File: config.mk
export PLATFORM = sky130hd
export DESIGN_NAME = pipe_exe_div
export DESIGN_NICKNAME = d
export VERILOG_FILES = /design/src/rtl/pipe_exe_div.sv
export SDC_FILE = /design/constraint.sdc
export NUM_CORES = 1
export LEC_CHECK = 0
export CORE_MARGIN = 2
export CORE_UTILIZATION = 35
export DETAILED_ROUTE_END_ITERATION = 8
export HOLD_SLACK_MARGIN = 0.06
export MAX_ROUTING_LAYER = met4
export PLACE_DENSITY_LB_ADDON = 0.15
export SETUP_SLACK_MARGIN = 0.15
export SYNTH_ARGS = -nofsm -noshare
export SYNTH_HDL_FRONTEND = slang
export SYNTH_SLANG_ARGS = --single-unit
File: constraint.sdc
create_clock -name clk -period 19.1 [get_ports clk]
set_clock_uncertainty 0.1 [all_clocks]
set_input_delay 1.91 -clock clk [delete_from_list [all_inputs] [get_ports clk]]
set_output_delay 1.91 -clock clk [all_outputs]
set_load 0.05 [all_outputs]
File: src/rtl/pipe_exe_div.sv
// Iterative radix-2 restoring divider for the EX stage (DIV / DIVU).
// One quotient bit per cycle; results valid WIDTH+1 cycles after start.
module pipe_exe_div #(
  parameter int WIDTH = 32
) (
  input  logic             clk,
  input  logic             rst,
  input  logic             start,
  input  logic             is_signed,
  input  logic [WIDTH-1:0] dividend,
  input  logic [WIDTH-1:0] divisor,
  input  logic             flush,
  output logic [WIDTH-1:0] quotient,
  output logic [WIDTH-1:0] remainder,
  output logic             done,
  output logic             busy,
  output logic             stall
);

  localparam int CW = $clog2(WIDTH) + 1;

  localparam logic [1:0] S_IDLE = 2'd0;
  localparam logic [1:0] S_BUSY = 2'd1;
  localparam logic [1:0] S_DONE = 2'd2;

  logic [1:0]       r_state;
  logic [CW-1:0]    r_count;
  logic [WIDTH-1:0] r_rem;      // partial remainder
  logic [WIDTH-1:0] r_dvd;      // dividend magnitude, quotient bits shift in at LSB
  logic [WIDTH-1:0] r_dsr;      // divisor magnitude
  logic             r_neg_q;
  logic             r_neg_r;
  logic [WIDTH-1:0] r_quot;
  logic [WIDTH-1:0] r_remd;
  logic             r_done;

  logic [WIDTH:0]   w_shift;
  logic [WIDTH:0]   w_diff;
  logic             w_qbit;
  logic [WIDTH-1:0] w_rem_nx;
  logic [WIDTH-1:0] w_dvd_nx;
  logic             w_last;
  logic [WIDTH-1:0] w_dvd_mag;
  logic [WIDTH-1:0] w_dsr_mag;
  logic             w_dsr_zero;

  // One restoring iteration plus operand magnitude conversion
  always_comb begin
    w_shift    = {r_rem, r_dvd[WIDTH-1]};
    w_diff     = w_shift - {1'b0, r_dsr};
    w_qbit     = ~w_diff[WIDTH];
    w_rem_nx   = w_qbit ? w_diff[WIDTH-1:0] : w_shift[WIDTH-1:0];
    w_dvd_nx   = {r_dvd[WIDTH-2:0], w_qbit};
    w_last     = (r_count == CW'(WIDTH - 1));
    w_dvd_mag  = (is_signed & dividend[WIDTH-1]) ? -dividend : dividend;
    w_dsr_mag  = (is_signed & divisor[WIDTH-1])  ? -divisor  : divisor;
    w_dsr_zero = (divisor == '0);
  end

  // Control FSM, datapath registers and result capture
  always_ff @(posedge clk or posedge rst) begin
    if (rst) begin
      r_state <= S_IDLE;
      r_count <= '0;
      r_rem   <= '0;
      r_dvd   <= '0;
      r_dsr   <= '0;
      r_neg_q <= 1'b0;
      r_neg_r <= 1'b0;
      r_quot  <= '0;
      r_remd  <= '0;
      r_done  <= 1'b0;
    end else begin
      r_done <= 1'b0;
      case (r_state)
        S_IDLE: begin
          if (!flush && start) begin
            // Divide by zero leaves the all-ones quotient uncorrected; the
            // remainder correction still reproduces the raw dividend.
            r_neg_q <= is_signed & (dividend[WIDTH-1] ^ divisor[WIDTH-1]) & ~w_dsr_zero;
            r_neg_r <= is_signed & dividend[WIDTH-1];
            r_dvd   <= w_dvd_mag;
            r_dsr   <= w_dsr_mag;
            r_rem   <= '0;
            r_count <= '0;
            r_state <= S_BUSY;
          end
        end
        S_BUSY: begin
          if (flush) begin
            r_state <= S_IDLE;
          end else begin
            r_rem   <= w_rem_nx;
            r_dvd   <= w_dvd_nx;
            r_count <= r_count + 1'b1;
            if (w_last) begin
              r_state <= S_DONE;
              r_done  <= 1'b1;
              r_quot  <= r_neg_q ? -w_dvd_nx : w_dvd_nx;
              r_remd  <= r_neg_r ? -w_rem_nx : w_rem_nx;
            end
          end
        end
        S_DONE: begin
          r_state <= S_IDLE;
        end
        default: begin
          r_state <= S_IDLE;
        end
      endcase
    end
  end

  assign quotient  = r_quot;
  assign remainder = r_remd;
  assign done      = r_done;
  assign busy      = (r_state != S_IDLE);
  assign stall     = ((r_state == S_IDLE) & start & ~flush) | (r_state == S_BUSY);

endmodule

==> results.json, run 1 <==
{
  "io_pins": 136,
  "ys_seq_area_frac": 0.3661,
  "post-synth-top-count-cell": "nand2_1",
  "synth_common_cells": "nand2_1 (243), o21ai_0 (228), dfrtp_1 (171)",
  "cts.repair.resized": 0,
  "area_growth_pct": 20.22,
  "dp_cells": 1962,
  "synth-main-ff-cell": "dfrtp_1",
  "dieArea_um2": 34870,
  "first_pass_iters": 8,
  "relSlewSlack": 0.2977,
  "hpwl_um": 25850,
  "yosysTopAreaCellShare": 0.3661,
  "io_buffers": 135,
  "p_total_w": 0.002145,
  "async_reset_ff_frac": 1.000,
  "synth_cells": 1449,
  "ff_latch_area_um2": 4279,
  "highest_layer": "met4",
  "grt_pass1_wl_um": 54810,
  "crit_path_cell_trace": "inv_1 -> ha_1 -> fa_1 -> nand2b_1 -> a211oi_2 -> o2111ai_1 -> a31oi_1 -> o21a_1 -> nor2_4 -> inv_2 -> nor2_1 -> a21oi_1 -> ha_1 -> nand2_1 -> or4_1 -> or3_2 -> nand4_1 -> o221ai_1 -> nand3b_1 -> o41ai_1 -> xor2_1 -> o21ai_0",
  "wl_met2_um": 13680,
  "synthSimpleGateAreaFrac": 0.1977,
  "fin_cells": 1994,
  "worstPathArrival_ns": 6.80,
  "drt-met1-wl_um": 17730,
  "timing.rr.end": "remainder[30]$_DFFE_PP0P_",
  "yosysWarnings": 0,
  "status": "completed",
  "dpl_worst_slack_ns": 12.54,
  "drc": 0,
  "start_util": 0.3574,
  "hold-path-cell-count": 2,
  "coreArea_um2": 32700,
  "critPathLaunchType": "flip-flop",
  "tns_ns": 0,
  "r2r_slack_ns": 12.48,
  "cts_tree": "yes",
  "wl_met3_um": 1928,
  "cp_common_cell": "ha_1",
  "grt_max_degree": 127,
  "p_leak_nw": 5.838,
  "vias": 10498,
  "cts_setup_buffers": 0,
  "clkSinkCount": 171,
  "grt_pass1_vias": 9911,
  "critPathKind": "flip-flop to flip-flop",
  "hp-class": "flip-flop to flip-flop",
  "num_rows": 66,
  "wl_um": 33800,
  "final_nets": 1646,
  "root_buffer": "clkbuf_16",
  "drt_iter0_drc": 823,
  "yosysUniqueCellTypes": 77,
  "die_h_um": 186.7,
  "power_density_nw_per_um2": 152.6,
  "critPathMaxFanout": 35,
  "synthAdderAreaFrac": 0.04132,
  "worstPathRequired_ns": 19.28,
  "clock_latency_ns": 0.45,
  "hold_start": "remainder[29]$_DFFE_PP0P_",
  "rsz0062_at_grt": "no",
  "holdPathEnd": "remainder[29]$_DFFE_PP0P_",
  "setup_slack_ns": 12.48,
  "hold_viol_final": 0,
  "cap_viol_max_count": 0,
  "rr_worst_depth": 22,
  "end_kind": "flip-flop",
  "synth_compound_area_frac": 0.2194,
  "ys_ff_latch": 171,
  "place_congestion": 0.9038,
  "synth_top_cells_by_area": "dfrtp_1 (37%), o21ai_0 (9.8%), nand2_1 (7.8%), xor2_1 (6.4%), xnor2_1 (4.3%)",
  "routedWlPerCell_um": 16.95,
  "finalMaxSlewViolations": 0,
  "fillers": 3330,
  "diodes": 0,
  "avgSynthCellArea_um2": 8.066,
  "cpPeakStageDelay_ns": 0.54,
  "numCtsBuffers": 17,
  "die_w_um": 186.7,
  "routed_via_density": 5.265,
  "regToRegStartpoint": "r_dvd[31]$_DFFE_PP0P_",
  "synthMuxAreaShare": 0.02526,
  "synth_edf_count": 0,
  "track_usage": 0.2015,
  "drive_gt1_frac": 0.04961,
  "htreeDepth": 4,
  "fin_crit_ns": 6.623,
  "max_freq_ghz": 0.1510,
  "ant_nets": 0,
  "hold_buffers": 0,
  "ir_worst_vdd_v": 0.00009286,
  "synth_area_um2": 11690,
  "cts_max_path_buffers": 2,
  "antenna_found_initial": 0,
  "critical_path.slowest_cell": "a31oi_1",
  "fin_crit_sh": 0.3468,
  "synth_nets": 1556,
  "yosys.area.top_type": "dfrtp_1",
  "multiInputGateArea_um2": 6938,
  "synth_top_family_by_area": "compound AO/OA/AOI/OAI gates",
  "overflow": 0,
  "worstMarginPinSlew_ns": 1.054,
  "clk_pin_slew_worst_paths_ns": 0.08,
  "synthXorXnorAreaFrac": 0.1072,
  "setup_viol_count_final": 0
}
## state kept, by name (all words and copies together) (netlist names), 2 cells and up
name / flops
quotient: 32
r_dvd: 32
r_rem: 32
r_count: 6
r_state: 2
remainder: 32
r_dsr: 32
## layer usage
layer / vias up / GRT usage
met5: - / -
met4: 0 / 0.04518
met3: 29 / 0.03442
met2: 301 / 0.2807
met1: 4891 / 0.3019
li1: 5277 / -
## kinds of logic (layout without fill, tap and decap cells)
group                    after synthesis  after routing
XOR/XNOR                             143            143
AND/OR/NAND/NOR                      499            499
multiplexers                          29             29
adder cells (fa/ha/maj)               38             38
flip-flops                           171            171
buffers and inverters                129            232
AO/OA/AOI/OAI                        440            440
## per-stage QoR
| step | hold slack, ns | utilization | instance area, µm² |
|---|---|---|---|
| global placement | 0.3605 | 0.4100 | 13410 |
| CTS | 0.3876 | 0.4297 | 14050 |
| global route | 0.4058 | 0.4297 | 14050 |
| finish | 0.3791 | 0.4297 | 14050 |
| floorplan | 0.3498 | - | 11690 |
| detailed placement | 0.3694 | 0.4100 | 13410 |
## worst max-delay path: cells and delay by family (launching register included)
kind            cells  cell delay, ns
simple gates        8            1.76
xor+xnor            1            0.17
fa+ha+maj           3            0.90
compound gates      8            2.55
flops               1            0.39
buf+inv             2            0.58
## layout make-up
| class | count | share of cell area |
|---|---|---|
| sequential | 171 | 0.3045 |
| clock inverter | 15 | 0.01549 |
| inverter | 55 | 0.01505 |
| multi-input combinational | 1149 | 0.4938 |
| tap | 442 | 0.03936 |
| clock buffer | 17 | 0.03028 |
| timing repair buffer | 145 | 0.1015 |
## cells in the final DEF (no fill, tap or decap), types with 4 or more instances in the layout
cell	synthesis	layout
nand2_1	243	242
o21ai_0	228	228
dfrtp_1	171	171
clkdlybuf4s50_1	0	135
a21oi_1	100	100
nor2_1	97	96
xor2_1	85	85
xnor2_1	58	58
inv_1	54	53
ha_1	37	37
o31ai_1	28	28
nor3_1	26	26
mux2i_1	25	25
nand2b_1	21	21
or3_1	20	20
o41ai_1	17	17
clkbuf_16	0	17
nor4_1	14	14
or4_1	11	11
nand3_1	10	10
buf_4	1	10
nand4_1	9	9
a31oi_1	9	9
a21o_1	8	8
nor2b_1	9	8
clkinv_8	0	7
a211oi_1	6	6
o2111ai_1	4	4
and4_1	4	4
mux2_2	4	4
a22o_1	4	4
and2_1	4	4
inv_6	0	4
## report_power, final
group          internal [W]  switching, W  leakage (nW)
sequential         0.000424     0.0000972          2.28
combinational      0.000459      0.000791          3.25
clock              0.000192      0.000181         0.309
## worst max-delay path by stage
stage | startpoint | to | slack [ns] | cells past startpoint
after global routing | r_dvd[31]$_DFFE_PP0P_ | remainder[30]$_DFFE_PP0P_ | 11.84 | 22
after global placement | r_dvd[31]$_DFFE_PP0P_ | remainder[30]$_DFFE_PP0P_ | 12.74 | 22
after floorplan | rst | done$_DFF_PP0_ | 12.46 | 1
after CTS | r_dvd[31]$_DFFE_PP0P_ | remainder[30]$_DFFE_PP0P_ | 12.49 | 22
final | r_dvd[31]$_DFFE_PP0P_ | remainder[30]$_DFFE_PP0P_ | 12.48 | 22
after detailed placement | r_dvd[31]$_DFFE_PP0P_ | remainder[30]$_DFFE_PP0P_ | 12.54 | 22
Note: power is estimated with default switching activity, not from simulation.
==> inputs of run 2 (changes only) <==
==> constraint.sdc (replaced) <==
create_clock -name clk -period 5.9 [get_ports clk]
set_clock_uncertainty 0.1 [all_clocks]
set_input_delay 0.59 -clock clk [delete_from_list [all_inputs] [get_ports clk]]
set_output_delay 0.59 -clock clk [all_outputs]
set_load 0.05 [all_outputs]
==> run 2 against run 1 <==
  * Register-to-register slack lost 12 ns
  * Hold slack worse by 0.0015 ns
  * Sequential share of layout area decreased by 0.20 points
  * Highest routed layer unchanged
  * Die area did not move
  * Critical path type unchanged
  * Cell count grew 0.55%
  * Critical endpoint is now remainder[28]$_DFFE_PP0P_
  * Clock power rose to 3.1 times the previous value
  * Non-clock buffer count rose by 11
==> results.json, run 2 (same netlist as run 1, synthesis figures left out) <==
{
  "wl_um": 34880,
  "switchingPower_w": 0.003540,
  "p_leak_nw": 5.874,
  "io_buffers": 135,
  "fin_cells": 2005,
  "cts_tree": "yes",
  "cp_common_cell": "buf_4",
  "cpPeakStageDelay_ns": 0.46,
  "hold_viol_final": 0,
  "io_pins": 136,
  "max_freq_ghz": 0.1856,
  "worstPathArrival_ns": 5.60,
  "coreArea_um2": 32700,
  "dp_cells": 1971,
  "place_congestion": 0.9171,
  "track_usage": 0.2076,
  "drc": 0,
  "die_w_um": 186.7,
  "htreeDepth": 4,
  "num_rows": 66,
  "clk_pin_slew_worst_paths_ns": 0.07,
  "diodes": 0,
  "critPathLaunchType": "flip-flop",
  "root_buffer": "clkbuf_16",
  "status": "completed",
  "finalMaxSlewViolations": 0,
  "hp-class": "flip-flop to flip-flop",
  "critical_path.slowest_cell": "a311o_2",
  "highest_layer": "met4",
  "worstPathRequired_ns": 6.11,
  "routedWlPerCell_um": 17.40,
  "crit_buf_inv": 3,
  "start_util": 0.3574,
  "routed_via_density": 5.243,
  "crit_path_cell_trace": "ha_1 -> and2_4 -> and3_4 -> a211o_1 -> a311o_2 -> o21a_1 -> nor2_4 -> inv_2 -> buf_4 -> a21oi_2 -> ha_2 -> nand2_1 -> or4_1 -> or3_2 -> nand4_1 -> o221ai_2 -> nand3b_1 -> buf_4 -> o41ai_1 -> xnor2_1 -> o21ai_0",
  "p_comb_frac": 0.597,
  "wl_met2_um": 14100,
  "hold_buffers": 0,
  "first_pass_iters": 5,
  "dieArea_um2": 34870,
  "fin_crit_ns": 5.389,
  "cap_viol_max_count": 0,
  "worstMarginPinSlew_ns": 1.088,
  "critPathKind": "flip-flop to flip-flop",
  "clock_latency_ns": 0.45,
  "pwr-share-seq": 0.239,
  "p_clk_frac": 0.164,
  "ant_nets": 0,
  "drive_gt1_frac": 0.06206,
  "layout_commonest_cell": "nand2_1",
  "clkSinkCount": 171,
  "end_kind": "flip-flop",
  "hpwl_um": 26340,
  "tns_ns": 0,
  "overflow": 0,
  "grt_max_degree": 111,
  "fin_crit_sh": 0.9134,
  "crit_family": "compound AO/OA/AOI/OAI gates",
  "cts_max_path_buffers": 2,
  "grt_pass1_wl_um": 55810,
  "setup_viol_count_final": 0,
  "fillers": 3380,
  "drt_iter0_drc": 875,
  "vias": 10513,
  "final_nets": 1657,
  "grt_pass1_vias": 9724,
  "swShare": 0.5017,
  "numCtsBuffers": 17,
  "power_density_nw_per_um2": 498.8,
  "most-common-layout-cells": "nand2_1 (242), o21ai_0 (228), dfrtp_1 (171)",
  "ir_worst_vdd_v": 0.0002911,
  "drt-met1-wl_um": 18280,
  "area_growth_pct": 21.03,
  "critPathMaxFanout": 8,
  "p_int_w": 0.003516,
  "rsz0062_at_grt": "no",
  "wl_met3_um": 1924,
  "relSlewSlack": 0.2746,
  "die_h_um": 186.7,
  "antenna_found_initial": 0
}
-- run 2: cell types whose count changed in the layout (fill, tap and decap cells not counted), moves of 2 or more --
cell        before  now
ha_2             0    4
inv_8            2    5
buf_4           10   20
ha_1            37   33
clkinvlp_4       0    2
clkinv_8         7    5
-- run 2: cell type report --
cell class | count | area (µm²) | share of cell area
multi-input cells | 1149 | 6979 | 0.4934
flip-flops and latches | 171 | 4279 | 0.3025
repair buffers | 156 | 1521 | 0.1076
well taps | 442 | 553.0 | 0.03910
clock buffers | 17 | 425.4 | 0.03008
inverters | 55 | 211.5 | 0.01495
clock inverters | 15 | 175.2 | 0.01238
-- run 2: power by group through the flow --
stage	Clock (W)	Sequential [W]	Combinational (W)
floorplan	0	0.00157	0.00298
global placement	0	0.00169	0.00407
detailed placement	0	0.00170	0.00407
CTS	0.00118	0.00167	0.00409
global route	0.00123	0.00172	0.00463
finish	0.00116	0.00169	0.00421
-- run 2: stage by stage --
stage | hold WS, ns | util | power, W | cell area [µm²] | setup slack, ns
finish | 0.3776 | 0.4325 | 0.007056 | 14140 | 0.5108
global route | 0.4041 | 0.4325 | 0.007587 | 14140 | 0.1584
CTS | 0.3864 | 0.4312 | 0.006948 | 14100 | 0.1970
detailed placement | 0.3696 | 0.4126 | 0.005766 | 13490 | 0.003409
global placement | 0.3597 | 0.4126 | 0.005754 | 13490 | 0.1596
floorplan | 0.3498 | - | 0.004552 | 11700 | 0.1497
-- run 2: repair_timing --
action | 4_1_cts | 5_1_grt
hold endpoints to repair | 0 | 0
gates cloned | 0 | 0
pin swaps | 1 | 2
buffers inserted | 0 | 2
endpoints found under the setup margin | 4 | 5
resized for setup | 1 | 8
-- run 2: worst paths after layout --
kind	start	to	slack (ns)	cells past startpoint
setup / recovery	r_rem[21]$_DFFE_PP0P_	remainder[28]$_DFFE_PP0P_	0.51	21
hold / removal	quotient[27]$_DFFE_PP0P_	quotient[27]$_DFFE_PP0P_	0.38	2
setup reg to reg	r_rem[21]$_DFFE_PP0P_	remainder[28]$_DFFE_PP0P_	0.51	21
hold reg to reg	quotient[27]$_DFFE_PP0P_	quotient[27]$_DFFE_PP0P_	0.38	2
max in group asynchronous	rst	r_rem[21]$_DFFE_PP0P_	4.21	3
min in group asynchronous	rst	quotient[20]$_DFFE_PP0P_	0.46	2
-- run 2: layer usage --
layer,vias up,GRT usage
met4,0,0.05647
li1,5304,-
met1,4885,0.3152
met5,-,-
met3,34,0.03385
met2,290,0.2805
-- run 2: worst register-to-register path, stage by stage, from the launching register on --
cell	delay, ns
dfrtp_1	0.41
ha_1	0.40
and2_4	0.21
and3_4	0.17
a211o_1	0.27
a311o_2	0.46
o21a_1	0.25
nor2_4	0.12
inv_2	0.07
buf_4	0.15
a21oi_2	0.17
ha_2	0.24
nand2_1	0.06
or4_1	0.40
or3_2	0.43
nand4_1	0.16
o221ai_2	0.15
nand3b_1	0.19
buf_4	0.18
o41ai_1	0.40
xnor2_1	0.16
o21ai_0	0.09
==> inputs of run 3 (changes only) <==
--- a/config.mk
+++ b/config.mk
@@ -8,6 +8,7 @@
 export CORE_MARGIN = 2
 export CORE_UTILIZATION = 35
 export DETAILED_ROUTE_END_ITERATION = 8
+export GPL_TIMING_DRIVEN = 0
 export HOLD_SLACK_MARGIN = 0.06
 export MAX_ROUTING_LAYER = met4
 export PLACE_DENSITY_LB_ADDON = 0.15
==> run 3 against run 2 <==
  * Maximum frequency is 3.3% lower
  * First-iteration DRC count is 14% lower
  * Register-to-register slack got worse by 0.18 ns
  * Count of clock-buffer cells in the layout did not move
  * Worst setup slack worse by 0.18 ns
  * Routed wire length up 7.4%
  * Sequential cell count stayed put
  * Total power grew 7.0%
  * Sequential power barely moved
  * Die area did not move
  * Cell count up 4.1%
  * Critical path type unchanged
  * Largest power group unchanged
  * Highest routed layer unchanged
==> results.json, run 3 (same netlist as run 1, synthesis figures left out) <==
{
  "status": "completed",
  "hp-class": "flip-flop to flip-flop",
  "rr_worst_depth": 26,
  "setup_viol_count_final": 0,
  "layout_commonest_cell": "nand2_1",
  "startpoint": "r_rem[18]$_DFFE_PP0P_",
  "drive_gt1_frac": 0.07964,
  "ant_nets": 0,
  "num_rows": 66,
  "p_int_w": 0.003790,
  "ff_latch_area_um2": 4284,
  "vias": 11125,
  "critPathKind": "flip-flop to flip-flop",
  "clock_latency_ns": 0.45,
  "hpwl_um": 29230,
  "multiInputGateArea_um2": 7109,
  "swShare": 0.4980,
  "regToRegStartpoint": "r_rem[18]$_DFFE_PP0P_",
  "design_area_um2": 14720,
  "routedWlPerCell_um": 17.95,
  "p_leak_nw": 6.081,
  "worstPathRequired_ns": 6.12,
  "cts_max_path_buffers": 2,
  "root_buffer": "clkbuf_16",
  "critical_path.slowest_cell": "dfrtp_2",
  "pwr-share-seq": 0.225,
  "cap_viol_max_count": 0,
  "overflow": 0,
  "place_congestion": 0.8695,
  "drc": 0,
  "final_util": 0.4500,
  "wl_um": 37460,
  "io_buffers": 135,
  "final_nets": 1739,
  "fillers": 3348,
  "drt_iter0_drc": 750,
  "diodes": 0,
  "die_h_um": 186.7,
  "critPathMaxFanout": 8,
  "area_growth_pct": 25.92,
  "critPathLaunchType": "flip-flop",
  "dp_cells": 2027,
  "end_kind": "flip-flop",
  "grt_max_degree": 122,
  "ir_worst_vdd_v": 0.0003092,
  "clk_pin_slew_worst_paths_ns": 0.08,
  "numCtsBuffers": 17,
  "htreeDepth": 4,
  "crit_buf_inv": 8,
  "rsz0062_at_grt": "no",
  "hold-path-cell-count": 2,
  "routed_via_density": 5.331,
  "most-common-layout-cells": "nand2_1 (243), o21ai_0 (225), dfrtp_1 (167)",
  "coreArea_um2": 32700,
  "die_w_um": 186.7,
  "grt_pass1_vias": 10544,
  "fin_crit_ns": 5.573,
  "power_density_nw_per_um2": 513.1,
  "cpPeakStageDelay_ns": 0.48,
  "cts_tree": "yes",
  "first_pass_iters": 5,
  "clkSinkCount": 171,
  "worstMarginPinSlew_ns": 1.009,
  "dieArea_um2": 34870,
  "relSlewSlack": 0.3219,
  "fin_crit_sh": 0.9446,
  "switchingPower_w": 0.003760,
  "crit_family": "compound AO/OA/AOI/OAI gates",
  "hold_start": "quotient[31]$_DFFE_PP0P_",
  "finalMaxSlewViolations": 0,
  "start_util": 0.3574,
  "hold_viol_final": 0,
  "p_clk_frac": 0.155,
  "fin_cells": 2087,
  "worstPathArrival_ns": 5.79,
  "max_freq_ghz": 0.1794,
  "io_pins": 136,
  "track_usage": 0.2195,
  "antenna_found_initial": 1,
  "worst-path-stages": 26,
  "place_area_um2": 13640,
  "p_comb_frac": 0.620,
  "grt_pass1_wl_um": 58970
}
## run 3: cell count changes in the layout (fill, tap and decap cells not counted), sizes merged
cell,delta
clkinv,-2
inv,+3
clkinvlp,-1
clkbuf,+60
buf,+22
## run 3: power by group through the flow
stage                     Combinational (W)  Sequential, W  Clock [W]
final                               0.00468        0.00170    0.00117
after global routing                0.00512        0.00173    0.00124
after CTS                           0.00437        0.00168    0.00118
after detailed placement            0.00409        0.00171          0
after global placement              0.00406        0.00171          0
after floorplan                     0.00298        0.00157          0
## run 3: per-layer routing
metal / global-route usage / up-vias / part of all wire
met2: 0.3117 / 326 / 0.42
met1: 0.3213 / 5289 / 0.50
met5: - / - / 0
li1: - / 5468 / -
met4: 0.05647 / 0 / 0.019
met3: 0.03762 / 42 / 0.062
## run 3: final cells by class
cell class,count,share of cell area
Multi-Input combinational cell,1149,0.4831
Sequential cell,171,0.2911
Timing Repair Buffer,164,0.1085
Tap cell,442,0.03758
Clock buffer,17,0.02891
Buffer,74,0.02466
Inverter,55,0.01488
Clock inverter,15,0.01131
## run 3: worst paths after layout
path	endpoint	slack, ns
max in group asynchronous	r_rem[18]$_DFFE_PP0P_	4.28
setup / recovery	remainder[26]$_DFFE_PP0P_	0.33
hold / removal	quotient[31]$_DFFE_PP0P_	0.38
min in group asynchronous	quotient[20]$_DFFE_PP0P_	0.43
setup reg to reg	remainder[26]$_DFFE_PP0P_	0.33
hold reg to reg	quotient[31]$_DFFE_PP0P_	0.38
## run 3: worst reg2reg max path, stage by stage (launching register included)
cell,delay (ns)
dfrtp_2,0.48
ha_4,0.26
buf_4,0.16
a21oi_4,0.17
o21ai_2,0.09
a211o_1,0.33
a311o_2,0.41
o21a_1,0.20
buf_6,0.13
nor2_4,0.14
clkinv_4,0.09
buf_12,0.14
buf_12,0.14
buf_12,0.13
a21oi_4,0.17
ha_4,0.18
nand2_1,0.06
or4_4,0.48
or3_4,0.33
nand4_1,0.14
o221ai_2,0.14
nand3b_1,0.23
buf_4,0.17
buf_4,0.14
o31ai_4,0.24
xnor2_1,0.14
o21ai_1,0.07
## run 3: per-stage QoR
| stage | setup TNS, ns | worst slack, ns | hold WS (ns) | total power (W) |
|---|---|---|---|---|
| 2_1_floorplan | 0 | 0.1497 | 0.3498 | 0.004552 |
| 3_3_place_gp | -361.79 | -2.034 | 0.3623 | 0.005765 |
| 3_5_place_dp | -19.59 | -1.655 | 0.3711 | 0.005793 |
| 4_1_cts | 0 | 0.1619 | 0.3888 | 0.007239 |
| 5_1_grt | 0 | 0.1468 | 0.4042 | 0.008081 |
| 6_report | 0 | 0.3270 | 0.3803 | 0.007551 |
## run 3: what timing repair did
action	CTS	global route
endpoints found under the setup margin	24	8
gates resized for setup	30	37
hold buffers	0	0
buffers inserted	14	14
pin swaps	6	14
gates cloned	0	0
